## config.mk

```make
export PLATFORM = sky130hd
export DESIGN_NAME = lfsr_rr_sched
export DESIGN_NICKNAME = d
export VERILOG_FILES = /design/src/rtl/lfsr_pkg.sv /design/src/rtl/lfsr_rr_sched_rr_pick.sv /design/src/rtl/lfsr_rr_sched.sv
export SDC_FILE = /design/constraint.sdc
export NUM_CORES = 1
export LEC_CHECK = 0
export CAP_MARGIN = 5
export CORE_MARGIN = 2
export CORE_UTILIZATION = 50
export CTS_CLUSTER_DIAMETER = 60
export CTS_CLUSTER_SIZE = 30
export DETAILED_ROUTE_END_ITERATION = 6
export PLACE_DENSITY = 0.79
export SETUP_SLACK_MARGIN = 0.3
export SYNTH_ARGS = -nofsm -noshare
export SYNTH_HDL_FRONTEND = slang
export SYNTH_HIERARCHICAL = 1
export SYNTH_SLANG_ARGS = --single-unit
```

## constraint.sdc

```tcl
create_clock -name clk -period 2.2 [get_ports clk]
set_clock_uncertainty 0.2 [all_clocks]
set_input_delay 0.33 -clock clk [delete_from_list [all_inputs] [get_ports clk]]
set_output_delay 0.33 -clock clk [all_outputs]
set_load 0.005 [all_outputs]
```

## src/rtl/lfsr_pkg.sv

```systemverilog
// Shared definitions for the LFSR scheduler: state width, feedback taps,
// scheduler state encoding and the single-step LFSR function.
package lfsr_pkg;

  localparam int unsigned LFSR_W = 32;
  localparam int unsigned TAP_A  = 31;
  localparam int unsigned TAP_B  = 21;
  localparam int unsigned TAP_C  = 1;

  typedef enum logic {
    WARM = 1'b0,
    RUN  = 1'b1
  } state_e;

  // Fibonacci step for x^32 + x^22 + x^2 + 1
  function automatic logic [LFSR_W-1:0] lfsr_next(input logic [LFSR_W-1:0] s);
    return {s[LFSR_W-2:0], s[TAP_A] ^ s[TAP_B] ^ s[TAP_C]};
  endfunction

endpackage : lfsr_pkg

```

## src/rtl/lfsr_rr_sched_rr_pick.sv

```systemverilog
// Combinational round-robin selector: first asserted request at or above
// ptr_i, wrapping modulo NREQ.
module rr_pick #(
  parameter int unsigned NREQ = 4,
  parameter int unsigned PW   = (NREQ > 1) ? $clog2(NREQ) : 1
) (
  input  logic [NREQ-1:0] req_i,
  input  logic [PW-1:0]   ptr_i,
  output logic [NREQ-1:0] win_oh_c_o,
  output logic [PW-1:0]   win_idx_c_o,
  output logic            win_any_c_o
);

  always_comb begin
    win_any_c_o = 1'b0;
    win_idx_c_o = '0;
    for (int unsigned i = 0; i < NREQ; i++) begin
      int unsigned cand;
      cand = (32'(ptr_i) + i) % NREQ;
      if (!win_any_c_o && req_i[PW'(cand)]) begin
        win_any_c_o = 1'b1;
        win_idx_c_o = PW'(cand);
      end
    end
    win_oh_c_o = win_any_c_o ? (NREQ'(1) << win_idx_c_o) : '0;
  end

endmodule : rr_pick

```

## src/rtl/lfsr_rr_sched.sv

```systemverilog
// Round-robin scheduler sharing one 32-bit LFSR among NREQ requesters, with
// seed load, zero-seed rejection and post-seed warm-up.
// Optional grant counter output enabled by LFSR_RR_GNT_CNT_EN.
module lfsr_rr_sched
  import lfsr_pkg::*;
#(
  parameter int unsigned       NREQ       = 4,
  parameter int unsigned       WARMUP     = 8,
  parameter logic [LFSR_W-1:0] RESET_SEED = 32'h0000_0001
) (
  input  logic              clk,
  input  logic              rst,
  input  logic              seed_we_i,
  input  logic [LFSR_W-1:0] seed_in_i,
  input  logic [NREQ-1:0]   req_i,
  output logic [NREQ-1:0]   gnt_o,
  output logic [LFSR_W-1:0] rdata_o,
  output logic              rvalid_o,
  output logic              busy_o,
`ifdef LFSR_RR_GNT_CNT_EN
  output logic [15:0]       gnt_cnt_o,
`endif
  output logic              seed_err_o
);

  localparam int unsigned PW  = (NREQ > 1) ? $clog2(NREQ) : 1;
  localparam int unsigned WCW = 8;
  localparam int unsigned GCW = 16;

  state_e              state_q, state_d;
  logic [LFSR_W-1:0]   lfsr_q, lfsr_d;
  logic [WCW-1:0]      warm_cnt_q, warm_cnt_d;
  logic [PW-1:0]       rr_ptr_q, rr_ptr_d;
  logic [NREQ-1:0]     gnt_q, gnt_d;
  logic [LFSR_W-1:0]   rdata_q, rdata_d;
  logic                rvalid_q, rvalid_d;
  logic                seed_err_q, seed_err_d;

  logic [NREQ-1:0]     win_oh;
  logic [PW-1:0]       win_idx;
  logic                win_any;
  logic                warm_done;

  rr_pick #(
    .NREQ (NREQ),
    .PW   (PW)
  ) u_rr_pick (
    .req_i       (req_i),
    .ptr_i       (rr_ptr_q),
    .win_oh_c_o  (win_oh),
    .win_idx_c_o (win_idx),
    .win_any_c_o (win_any)
  );

  assign warm_done = (warm_cnt_q == WCW'(WARMUP - 1));

  always_ff @(posedge clk or negedge rst) begin
    if (!rst) state_q <= WARM;
    else      state_q <= state_d;
  end

  always_comb begin
    state_d = state_q;
    if (seed_we_i) begin
      state_d = WARM;
    end else begin
      case (state_q)
        WARM:    if (warm_done) state_d = RUN;
        RUN:     state_d = RUN;
        default: state_d = WARM;
      endcase
    end
  end

  // Datapath next values; seed load outranks both warm-up and arbitration
  always_comb begin
    lfsr_d     = lfsr_q;
    warm_cnt_d = warm_cnt_q;
    rr_ptr_d   = rr_ptr_q;
    gnt_d      = '0;
    rdata_d    = '0;
    rvalid_d   = 1'b0;
    seed_err_d = 1'b0;
    if (seed_we_i) begin
      seed_err_d = (seed_in_i == '0);
      lfsr_d     = (seed_in_i == '0) ? LFSR_W'(1) : seed_in_i;
      warm_cnt_d = '0;
    end else if (state_q == WARM) begin
      lfsr_d     = lfsr_next(lfsr_q);
      warm_cnt_d = warm_done ? '0 : warm_cnt_q + WCW'(1);
    end else if (win_any) begin
      gnt_d    = win_oh;
      rdata_d  = lfsr_q;
      rvalid_d = 1'b1;
      lfsr_d   = lfsr_next(lfsr_q);
      rr_ptr_d = (win_idx == PW'(NREQ - 1)) ? '0 : win_idx + PW'(1);
    end
  end

  always_ff @(posedge clk or negedge rst) begin
    if (!rst) begin
      lfsr_q     <= RESET_SEED;
      warm_cnt_q <= '0;
      rr_ptr_q   <= '0;
      gnt_q      <= '0;
      rdata_q    <= '0;
      rvalid_q   <= 1'b0;
      seed_err_q <= 1'b0;
    end else begin
      lfsr_q     <= lfsr_d;
      warm_cnt_q <= warm_cnt_d;
      rr_ptr_q   <= rr_ptr_d;
      gnt_q      <= gnt_d;
      rdata_q    <= rdata_d;
      rvalid_q   <= rvalid_d;
      seed_err_q <= seed_err_d;
    end
  end

`ifdef LFSR_RR_GNT_CNT_EN
  logic [GCW-1:0] gnt_cnt_q, gnt_cnt_d;

  // Counts grants in the same edge they are issued; wraps naturally
  always_comb begin
    gnt_cnt_d = gnt_cnt_q;
    if (seed_we_i)     gnt_cnt_d = '0;
    else if (rvalid_d) gnt_cnt_d = gnt_cnt_q + GCW'(1);
  end

  always_ff @(posedge clk or negedge rst) begin
    if (!rst) gnt_cnt_q <= '0;
    else      gnt_cnt_q <= gnt_cnt_d;
  end

  assign gnt_cnt_o = gnt_cnt_q;
`endif

  assign gnt_o      = gnt_q;
  assign rdata_o    = rdata_q;
  assign rvalid_o   = rvalid_q;
  assign busy_o     = (state_q == WARM);
  assign seed_err_o = seed_err_q;

endmodule : lfsr_rr_sched
```

---- Word level (Yosys, flattened, before mapping) ----
Index checks and enable logic that the tools add are counted.
cells by class
  shift operators ......................... 1
  bitwise gates (word level) .............. 4
  add/sub/neg operators ................... 5
  reduce and logical (&&, ||, !) cells .... 8
  equality and inequality tests ........... 4
  muxes and demuxes ....................... 37
  order comparisons ....................... 4
operators by type and width
  kind                                                 count
  2-to-1 mux 32 bit                                    7
  logical NOT 32 bit                                   1
  2-to-1 mux 8 bit                                     3
  2-to-1 mux 1 bit                                     14
  < comparator 2 x 3 -> 1 bit, second input constant   4
  2-to-1 mux 4 bit                                     3
  2-to-1 mux 2 bit                                     5
  adder 8 x 1 -> 8 bit, second input constant          1
  binary-select mux 1 bit (select 2 bit)               4
  equality test 8 x 3 -> 1 bit, second input constant  1
  adder 2 x 1 -> 2 bit, second input constant          2
  adder 2 bit, second input constant                   2
  << shifter 1 x 2 -> 4 bit, first input constant      1
  logical AND 1 bit                                    3
  logical NOT 1 bit                                    3
  != test 3 x 2 -> 1 bit, second input constant        1
  AND reduction 3 bit                                  1
  equality test 2 bit, second input constant           1
  != test 2 bit, second input constant                 1
  NOT 1 bit                                            2
  case mux 1 bit (2 select lines)                      1
  bitwise XOR 1 bit                                    2
storage, ports and cells
  register bits after elaboration ......... 81
  bits of input ports ..................... 39
  logic and storage cells ................. 71
  output and inout bits ................... 39

---- Logic depth before layout (Yosys ltp) ----
  depth after elaboration ................. 16
  depth in mapped cells ................... 7

---- Cells and area by module ----
The synthesis kept the hierarchy.
modules (own cells, without submodules)
  module         area each (um2)  seq. area each (um2)  instances  cells each
  lfsr_rr_sched  3,338.2          2,028.2               1          292
  rr_pick        182.7            0.0                   1          32

---- Worst setup path after synthesis ----
No wires, ideal clock.
  path type ............................... register to register
  start point ............................. register warm_cnt_q[3]
  end point ............................... register warm_cnt_q[5]
  cell stages (with the launch flop) ...... 5
  period minus slack after synthesis ...... 1,809 ps
  data arrival time ....................... 1,480 ps
  slack ................................... 391 ps
  data required time ...................... 1,871 ps
  setup time .............................. 129 ps
  cell sequence ........................... dfrtp_1 -> or4_4 -> o31a_1 -> a41oi_1 -> a31oi_1
on the way
  word-level cells in the longest chain between the ends .. 4
  elaborated cells on any way between the ends .. 5
  classes of those cells .................. 1 x add/sub; 1 x eq/ne; 3 x mux
RTL lines
  element                                                               line                                      RTL
  start, declared                                                       lfsr_rr_sched.sv:32                       logic [WCW-1:0] warm_cnt_q, warm_cnt_d;
  start signal, assigned                                                lfsr_rr_sched.sv:111                      warm_cnt_q <= warm_cnt_d;
  adder 8 x 1 -> 8 bit or equality test 8 x 3 -> 1 bit (tied branches)  lfsr_rr_sched.sv:90, lfsr_rr_sched.sv:55
  2-to-1 mux 8 bit (*)                                                  lfsr_rr_sched.sv:90                       warm_cnt_d = warm_done ? '0 : warm_cnt_q + WCW'(1);
  2-to-1 mux 8 bit (*)                                                  lfsr_rr_sched.sv:88                       end else if (state_q == WARM) begin
  2-to-1 mux 8 bit (*)                                                  lfsr_rr_sched.sv:84                       if (seed_we_i) begin
Every way passes the cells marked *; elsewhere a longest branch is shown, timed or not. The select of a mux whose other input is x is not followed.
A chain may end at the register's enable or synchronous reset.

---- Worst setup path after layout ----
  start point ............................. register warm_cnt_q[4]
  end point ............................... register warm_cnt_q[3]
on the way
  word-level cells in the longest chain between the ends .. 4
RTL lines
  element                       line                 RTL
  equality test 8 x 3 -> 1 bit  lfsr_rr_sched.sv:55  assign warm_done = (warm_cnt_q == WCW'(WARMUP - 1));
  2-to-1 mux 8 bit              lfsr_rr_sched.sv:90
  2-to-1 mux 8 bit              lfsr_rr_sched.sv:88
  2-to-1 mux 8 bit              lfsr_rr_sched.sv:84
No other way between the ends. The select of a mux whose other input is x is not followed.

==> flow_summary.json <==
{
  "status": "finished clean",
  "post-route-period-util_pct": 84.0,
  "placed_cell_area_um2": 4440,
  "std_cell_rows": 30,
  "finalSetupViolations": 0,
  "clkSinkCount": 81,
  "cts_made_buffers": 9,
  "gr-usage-all-layers_pct": 22.4,
  "max_freq_mhz": 541,
  "area_growth_pct": 35.0,
  "antenna_found_initial": 0,
  "p_per_area_nw_per_um2": 685,
  "end_kind": "register",
  "drtPass1Iterations": 4,
  "timing.rr.end": "warm_cnt_q[3]$_DFFE_PN0P_",
  "start_util_pct": 51.8,
  "cts.path.max_buffers": 2,
  "ff2ff_setup_slack_ns": 0.35,
  "worstPathArrival_ns": 1.89,
  "cp-start-kind": "register",
  "cts_tree": "built",
  "worst_pin_slew_ns": 0.514,
  "r2r_start": "warm_cnt_q[4]$_DFFE_PN0P_",
  "cts.clk_slew.worst_paths_ns": 0.08,
  "core_um2": 6790,
  "drcViolationCount": 0,
  "synth_top_flop_cell": "dfrtp_1",
  "async_flop_share_pct": 100,
  "grt_pass1_wl_um": 12900,
  "leakagePower_nw": 2.26,
  "avgSynthCellArea_um2": 10.9,
  "ys_types": 45,
  "layout-drive-gt1-share_pct": 12.3,
  "routabilityCongestion": 0.841,
  "grt_pass1_vias": 2623,
  "viasPerCell": 5.45,
  "layout_min_cycle_time_ns": 1.85,
  "ant_nets": 0,
  "reg2reg_depth": 4,
  "totalWireLength_um": 8220,
  "clock-root-buffer": "clkbuf_8",
  "grt_overflow": 0,
  "vias": 2787,
  "placement.io_buffers": 77,
  "drt-wirelength-per-cell_um": 16.1,
  "grt_setup_unrepaired": "false",
  "whs_path_depth": 2,
  "crit_end": "warm_cnt_q[3]$_DFFE_PN0P_",
  "dp.cells": 489,
  "vdd_drop_max_uv": 425,
  "fp.dieW_um": 87.9,
  "whs_ns": 0.101,
  "required_ns": 2.25,
  "power.total_w": 0.00325,
  "final_cells": 511,
  "final_max_slew_viol_count": 0,
  "grt_max_degree": 42,
  "htree_num_levels": 3,
  "yosysWarnings": 6,
  "final_util_pct": 69.9,
  "dpl.hpwl_um": 5550,
  "ys_ff_latch": 81,
  "yosysSeqAreaShare_pct": 57.6,
  "slew_headroom_pct": 65.7,
  "path_class": "reg2reg",
  "synth_edf_count": 0,
  "drtIter0Drc": 181,
  "drv_cap": 0,
  "synth_fp_nets": 365,
  "design_area_um2": 4750,
  "antenna_cells": 0,
  "crit_fanout": 4,
  "crit_start": "warm_cnt_q[4]$_DFFE_PN0P_",
  "finalHoldViolCount": 0,
  "mappedNetlistArea_um2": 3520,
  "synthCells": 324,
  "io_pins": 78,
  "hold_path_class": "in2reg",
  "nNetsFinal": 452,
  "fp.dieH_um": 87.9,
  "die_area_um2": 7730,
  "insertion_delay_ns": 0.35
}
## cell usage after synthesis, types with 2 or more instances
library cell  count  share of area (%)
dfrtp_1          80                 57
and3_1           38                6.8
nand2_1          36                3.8
o21ai_1          35                5.0
mux2i_1          32                9.1
clkbuf_1         15                1.6
nor2_1           12                1.3
a21oi_1           7               0.99
buf_2             6               0.85
nor4_1            6                1.1
inv_1             5               0.53
nand2b_1          3               0.53
nand3_1           3               0.43
nor3_1            3               0.43
or3_1             3               0.53
xnor2_1           3               0.75
a31oi_1           2               0.36
a41oi_1           2               0.50
ha_1              2               0.71
mux2_1            2               0.64
nand4_1           2               0.36
nor2b_1           2               0.36
o21ai_0           2               0.28
xor2_1            2               0.50
## registers in the layout, summed over array words and instances (netlist names)
name,cells
lfsr_q,32
rdata_o,32
warm_cnt_q,8
gnt_o,4
rr_ptr_q,2
rvalid_o,1
seed_err_o,1
state_q,1
## timing repair
item	CTS	global route
pin swaps	1	4
buffers inserted	3	3
resized for setup	4	5
hold buffers	1	0
hold endpoints to repair	37	0
endpoints found under the setup margin	3	31
## worst min path at each step
| stage | slack, ns | start | to |
|---|---|---|---|
| floorplan | -0.17 | rst | gnt_o[0]$_DFF_PN0_ |
| global placement | 0.13 | rst | lfsr_q[23]$_DFFE_PN0P_ |
| detailed placement | 0.13 | rst | rdata_o[23]$_DFF_PN0_ |
| CTS | 0.08 | seed_we_i | state_q$_DFF_PN0_ |
| global route | 0.12 | seed_we_i | warm_cnt_q[2]$_DFFE_PN0P_ |
| finish | 0.10 | seed_we_i | state_q$_DFF_PN0_ |
## layout make-up
cell class | instances | area [um2]
fillers | 476 | 2040
flip-flops and latches | 81 | 2030
multi-input cells | 215 | 1410
repair buffers | 98 | 943
clock buffers | 13 | 169
well taps | 96 | 120
clock inverters | 2 | 60.1
inverters | 6 | 22.5
## per-layer routing
metal  global-route usage [%]  share of wire (%)
met1                     28.0                 43
met2                     37.3                 50
met3                     3.58                3.7
met4                     11.9                2.7
met5                        0                  0
## cell families after synthesis
kind of cell,synth area share [%]
AND/OR/NAND/NOR,17.3
AO/OA/AOI/OAI,10.1
multiplexers,9.74
flip-flops,57.6
XOR/XNOR,1.24
adder cells (fa/ha/maj),0.711
buffers and inverters,3.30
## cell usage in the layout (no fill, tap or decap), drive strengths merged, types with 2 or more instances in the layout
cell	netlist	routed
a211oi	2	2
a21oi	8	8
a31oi	2	2
a41oi	2	2
and3	39	39
buf	7	22
bufinv	0	2
clkbuf	15	13
clkdlybuf4s50	0	72
dfrtp	80	80
dlymetal6s2s	0	3
ha	2	2
inv	6	6
mux2	2	2
mux2i	32	32
nand2	36	36
nand2b	4	4
nand3	3	3
nand4	2	2
nor2	12	12
nor2b	2	2
nor3	3	3
nor3b	2	2
nor4	6	6
o21ai	37	37
or3	3	3
xnor2	3	3
xor2	2	2
## power breakdown
group          switching [W]  leakage, nW  total, W  internal, W
clock               0.000512        0.116   0.00124     0.000727
combinational       0.000177         1.09  0.000363     0.000186
sequential         0.0000803         1.05   0.00165      0.00157
## worst max-delay path, cell delays in order, from the launching register on
cell	delay, ns
dfrtp_2	0.41
or4_4	0.57
o31ai_4	0.26
o21ai_1	0.12
a21o_1	0.18
## per-stage QoR
| stage | setup WS [ns] | TNS [ns] |
|---|---|---|
| after floorplan | 0.391 | 0 |
| after global placement | 0.0267 | 0 |
| after detailed placement | -0.0391 | -0.165 |
| after CTS | 0.232 | 0 |
| after global routing | 0.300 | 0 |
| final | 0.351 | 0 |
No activity file was read; power rests on OpenSTA's default activity.
